**config.mk**
```make
export PLATFORM = sky130hd
export DESIGN_NAME = vmc_input_conditioner
export DESIGN_NICKNAME = d
export VERILOG_FILES = /design/src/rtl/vmc_input_conditioner.sv
export SDC_FILE = /design/constraint.sdc
export NUM_CORES = 1
export LEC_CHECK = 0
export CAP_MARGIN = 20
export CORE_MARGIN = 4
export CORE_UTILIZATION = 40
export CTS_BUF_LIST = sky130_fd_sc_hd__clkbuf_4 sky130_fd_sc_hd__clkbuf_8 sky130_fd_sc_hd__clkbuf_16
export DETAILED_ROUTE_END_ITERATION = 8
export PLACE_DENSITY_LB_ADDON = 0.2
export SLEW_MARGIN = 20
export SYNTH_ARGS = -nofsm -noshare
export SYNTH_HDL_FRONTEND = slang
export SYNTH_SLANG_ARGS = --single-unit
```
**constraint.sdc**
```tcl
create_clock -name MAX10_CLK1_50 -period 4.1 [get_ports MAX10_CLK1_50]
set_input_delay 0.615 -clock MAX10_CLK1_50 [delete_from_list [all_inputs] [get_ports MAX10_CLK1_50]]
set_output_delay 0.615 -clock MAX10_CLK1_50 [all_outputs]
set_load 0.02 [all_outputs]
```
**src/rtl/vmc_input_conditioner.sv**
```systemverilog
// Switch front-end for the vending FSM: synchronise, debounce, edge-detect, arbitrate,
// then hold each accepted command for one FSM slow-clock period. Also tracks a coin total.
module vmc_input_conditioner #(
  parameter int DEB_CYCLES  = 500000,
  parameter int HOLD_CYCLES = 16777216
) (
  input  logic       MAX10_CLK1_50,
  input  logic       nRESET,
  input  logic [6:0] sw_raw,
  output logic [6:0] cmd_out,
  output logic       busy,
  output logic       coin_reject,
  output logic       overflow,
  output logic [7:0] coin_total
);

  localparam int DW = $clog2(DEB_CYCLES + 1);
  localparam int HW = (HOLD_CYCLES > 1) ? $clog2(HOLD_CYCLES) : 1;
  localparam logic [DW-1:0] DEB_LAST  = DW'(DEB_CYCLES - 1);
  localparam logic [HW-1:0] HOLD_LAST = HW'(HOLD_CYCLES - 1);

  localparam logic [6:0] EV_START  = 7'b0000001;
  localparam logic [6:0] EV_SELECT = 7'b0000010;
  localparam logic [6:0] EV_OK     = 7'b0000100;
  localparam logic [6:0] EV_CANCEL = 7'b0001000;
  localparam logic [6:0] COIN_MASK = 7'b1110000;

  typedef enum logic {IDLE, HOLD} state_t;

  state_t          state;
  logic [6:0]      sync1, sync2, stable, stable_d;
  logic [DW-1:0]   deb_cnt [7];
  logic [HW-1:0]   hold_cnt;
  logic [6:0]      pend;

  logic [6:0]      edges, pick, pend_nxt, load_val;
  logic            coin_clash, ovf_nxt, hold_done;
  logic [8:0]      total_sum;

  function automatic logic [7:0] coin_value(input logic [6:0] ev);
    if (ev[4])      return 8'd1;
    else if (ev[5]) return 8'd5;
    else if (ev[6]) return 8'd10;
    else            return 8'd0;
  endfunction

  // Counter tracks consecutive clocks of disagreement; the flip happens on the clock it would reach DEB_CYCLES.
  always_ff @(negedge MAX10_CLK1_50 or negedge nRESET) begin
    if (!nRESET) begin
      sync1    <= '0;
      sync2    <= '0;
      stable   <= '0;
      stable_d <= '0;
      for (int i = 0; i < 7; i++) deb_cnt[i] <= '0;
    end else begin
      sync1    <= sw_raw;
      sync2    <= sync1;
      stable_d <= stable;
      for (int i = 0; i < 7; i++) begin
        if (sync2[i] == stable[i]) begin
          deb_cnt[i] <= '0;
        end else if (deb_cnt[i] == DEB_LAST) begin
          stable[i]  <= sync2[i];
          deb_cnt[i] <= '0;
        end else begin
          deb_cnt[i] <= deb_cnt[i] + DW'(1);
        end
      end
    end
  end

  always_comb begin
    edges      = stable & ~stable_d;
    coin_clash = ($countones(edges[6:4]) > 1);
    pick       = '0;
    if (edges[3])         pick = EV_CANCEL;
    else if (edges[2])    pick = EV_OK;
    else if (edges[1])    pick = EV_SELECT;
    else if (edges[0])    pick = EV_START;
    else if (!coin_clash) pick = edges & COIN_MASK;

    // An event on the final hold clock enters the slot first, so the reload sees it.
    pend_nxt = pend;
    ovf_nxt  = 1'b0;
    if (state == HOLD && pick != '0) begin
      if (pend == '0) begin
        pend_nxt = pick;
      end else begin
        ovf_nxt = 1'b1;
        if (pick[3] && !pend[3]) pend_nxt = pick;
      end
    end

    hold_done = (state == HOLD) && (hold_cnt == HOLD_LAST);
    if (state == IDLE)  load_val = pick;
    else if (hold_done) load_val = pend_nxt;
    else                load_val = '0;

    total_sum = {1'b0, coin_total} + {1'b0, coin_value(load_val)};
  end

  always_ff @(negedge MAX10_CLK1_50 or negedge nRESET) begin
    if (!nRESET) begin
      state       <= IDLE;
      cmd_out     <= '0;
      busy        <= 1'b0;
      coin_reject <= 1'b0;
      overflow    <= 1'b0;
      coin_total  <= '0;
      pend        <= '0;
      hold_cnt    <= '0;
    end else begin
      coin_reject <= coin_clash;
      overflow    <= ovf_nxt;
      pend        <= pend_nxt;
      coin_total  <= total_sum[8] ? 8'hFF : total_sum[7:0];
      case (state)
        IDLE: begin
          if (pick != '0) begin
            cmd_out  <= pick;
            hold_cnt <= '0;
            busy     <= 1'b1;
            state    <= HOLD;
          end
        end
        HOLD: begin
          hold_cnt <= hold_cnt + HW'(1);
          if (hold_done) begin
            hold_cnt <= '0;
            if (pend_nxt != '0) begin
              cmd_out <= pend_nxt;
              pend    <= '0;
            end else begin
              cmd_out <= '0;
              busy    <= 1'b0;
              state   <= IDLE;
            end
          end
        end
        default: state <= IDLE;
      endcase
    end
  end

endmodule

```
==> results.cfg <==
[status]
outcome = finished clean

[routing]
initialDrtViolationCount = 340
wl_per_cell_um = 14.0
drcViolationCount = 0
vias_per_cell = 5.02
drt_pass1_iterations = 4
route.vias.total = 6893
route.antenna.remaining_nets = 0
wl_mm = 19.2

[timing]
timing.max_slew.rel_slack = 0.595
setup_violations = 0
fin_setup_tns_ns = 0
whs_ns = 0.294
timing_worst_slew_pin_value_ns = 0.602
clock_skew_ns = 0.0122
report.final.slew_viol_count = 0
hold_violations = 0
grt_setup_unrepaired = no

[critical_path]
timing.critical_path.slowest_cell_delay_ns = 0.47
rr_startpoint = stable_d[4]
setup.worst_path.start = coin_total[1]
worstPathCellList = dlygate4sd2_1
critPathKind = reg -> out
cp_data_arrival_time_ns = 3.40
critical-path-top-delay-family = flip-flops
worst-path-max-fanout = 3
worstSetupEndpointType = primary output
cp.required_ns = 3.48
critical_path_buf_inv_count = 1
timing.critical_path.slowest_stage_cell = dfrtn_1
worstSetupStartpointType = register
reg2regPathDepth = 15
cp.depth = 1

[power]
power_density_nw_per_um2 = 404
power.share.switching = 0.206
internal_power_mw = 3.70
p_seq_frac = 0.459
peakVddDrop_v = 0.000264
share_clk_of_total_power = 0.516
leakage_power_summed_over_all_cells_nw = 5.24
power.combinational.fraction = 0.025
power.switching_mw = 0.959

[synthesis]
synth_cell_types = 59
synth-adder-area-share = 0.0184
seq_total_area_yosys = 0.533
muxShareOfSynthArea = 0.0102
synth_simple_gate_area_share = 0.235
synth_ff_type = dfrtn_1
post_synth_xor_area_fraction = 0.118
synth_top_family_by_area = simple AND/OR/NAND/NOR gates
synth_edf_count = 0
cells_after_synthesis = 988
warnings_synthesis = 0
synth_area_per_cell_sq_um = 10.0
netlist_area_sq_um = 9910
post_synthesis_net_count = 1011
synth-compound-area-share = 0.0652
async_flop_share = 1.00
ys_ff_latch = 211

[placed_design]
place_hpwl_mm = 12.7
place.detailed.instances = 1328
port-buffer-count = 26
placed_cell_area_sq_um = 10600
finalWeightedCongestion = 0.790

[clock_tree]
h_tree_lvl_count = 1
cts_num_sinks = 211
clock_tree_from_tritoncts = built
clock_latency_reported_for_the_late_side_of_the_worst_skew_pair_ns = 0.52
root_buffer_cell = clkbuf_16
clkSlewWorstSetupHoldPaths_ns = 0.04
post_cts_buffers = 0
cts_made_buffers = 25
maximum_count_of_clock_buffers_along_a_single_path = 3

[die]
die_y_um = 165
die_x_um = 165
initial_utilization = 0.407
die_area_sq_um = 27300
io-pin-count = 27
area_of_the_core_sq_um = 24300
std_cell_rows = 57

[min_path]
min-delay-start = sync1[1]
worst_min_delay_path_category = reg -> reg
whs_path_depth = 0

[grt]
grt_antenna_before_repair = 0
grt_pass1_wl_mm = 33.6
first_global_vias = 6803
globalRouteTotalUtil = 0.147
grt_remaining_overflow = 0
grt_max_degree = 43

[finish]
n_fill_cell = 2266
drive_gt1_frac = 0.0821
final_nets = 1054
diode_insertion_count_for_antenna_repair = 0
final_area_sq_um = 11500
instances_no_fill = 1372
area_growth_pct = 16.5

[job]
max-cap-violations = 0
==> registers in the layout (all words and copies together), names as in the netlist <==
register     flops
sync1            7
busy             1
state            1
coin_total       8
stable           7
coin_reject      1
pend             7
overflow         1
sync2            7
hold_cnt        24
cmd_out          7
stable_d         7
deb_cnt        133
==> cell usage after synthesis (4+ instances only) <==
master    count  area [sq um]
or3_1         4          25.0
a21oi_1      16          80.1
nor3_1       15          75.1
nand4_1      35           219
ha_1         13           163
nand2b_1     10          62.6
xnor2_1      48           420
a22oi_1       4          30.0
xor2_1       86           753
inv_1        21          78.8
clkbuf_1     17          63.8
a21o_1        5          37.5
nor4bb_1      6          60.1
or2_2         5          31.3
o21ai_0      44           220
and4_1       17           149
and3_1       21           131
mux2_2        9           101
nor3b_1       7          52.6
and2_1        6          37.5
nor2_1      187           702
nor4_1       13          81.3
nand2_1      75           282
nor2b_1       4          25.0
dfrtn_1     211          5280
nand3_1      56           280
a31oi_1       6          37.5
==> cell type report <==
class	instances	area (sq um)	area share
Clock buffer	34	724	0.0628
Clock inverter	10	180	0.0156
Inverter	22	82.6	0.00716
Multi-Input combinational cell	730	4460	0.387
Sequential cell	211	5280	0.458
Tap cell	324	405	0.0351
Timing Repair Buffer	41	405	0.0351
==> metal layers <==
metal	GRT usage	vias to the layer above	part of all wire
met4	0.0424	0	0.021
met1	0.216	3281	0.51
met3	0.0268	34	0.041
li1	-	3485	-
met5	0	-	0
met2	0.224	93	0.43
==> power groups by stage <==
| stage | Clock (mW) | Sequential (mW) | Combinational, mW |
|---|---|---|---|
| after floorplan | 0 | 2.17 | 0.0489 |
| after global placement | 0 | 2.17 | 0.121 |
| after detailed placement | 0 | 2.18 | 0.122 |
| after CTS | 2.48 | 2.14 | 0.122 |
| after global routing | 2.57 | 2.14 | 0.139 |
| final | 2.40 | 2.14 | 0.116 |
==> cells in the final DEF, fill, tap and decap left out, types with 4 or more instances in the layout <==
cell and n:
a21o_1 5, a21oi_1 15, a22oi_1 4, a31oi_1 6, and2_1 6, and3_1 21
and4_1 17, buf_12 4, buf_4 11, bufinv_16 5, clkbuf_16 25, clkbuf_4 4
clkbuf_8 5, clkdlybuf4s50_1 7, dfrtn_1 211, dlygate4sd2_1 18, ha_1 13, inv_1 21
mux2_2 9, nand2_1 75, nand2b_1 10, nand3_1 56, nand4_1 35, nor2_1 187
nor2b_1 4, nor3_1 13, nor3b_1 6, nor4_1 13, nor4bb_1 6, o21ai_0 44
or2_2 5, or3_1 4, xnor2_1 48, xor2_1 86
==> through the flow <==
stage | setup WS, ns | util | power [mW]
after detailed placement | 0.0504 | 0.437 | 2.30
final | 0.0818 | 0.475 | 4.66
after floorplan | 0.548 | - | 2.22
after CTS | 0.0324 | 0.474 | 4.74
after global placement | 0.271 | 0.437 | 2.30
after global routing | 0.00942 | 0.475 | 4.85
==> path summary, 6_finish.rpt <==
kind,endpoint,slack [ns]
hold reg to reg,sync2[1],0.29
min in group asynchronous,deb_cnt[104],1.93
hold / removal,sync2[1],0.29
setup / recovery,coin_total[1],0.08
setup reg to reg,coin_total[6],0.25
max in group asynchronous,deb_cnt[123],1.54
==> kinds of logic after synthesis <==
family                   after synthesis
buffers and inverters                 47
multiplexers                           9
adder cells (fa/ha/maj)               14
AO/OA/AOI/OAI                        101
flip-flops                           211
XOR/XNOR                             134
AND/OR/NAND/NOR                      472
==> timing repair <==
item                                    4_1_cts  5_1_grt
endpoints found under the setup margin       18        8
hold buffers                                  0        0
hold endpoints to repair                      0        0
gates resized for setup                      18        5
Power figures use the tool's default switching activity.
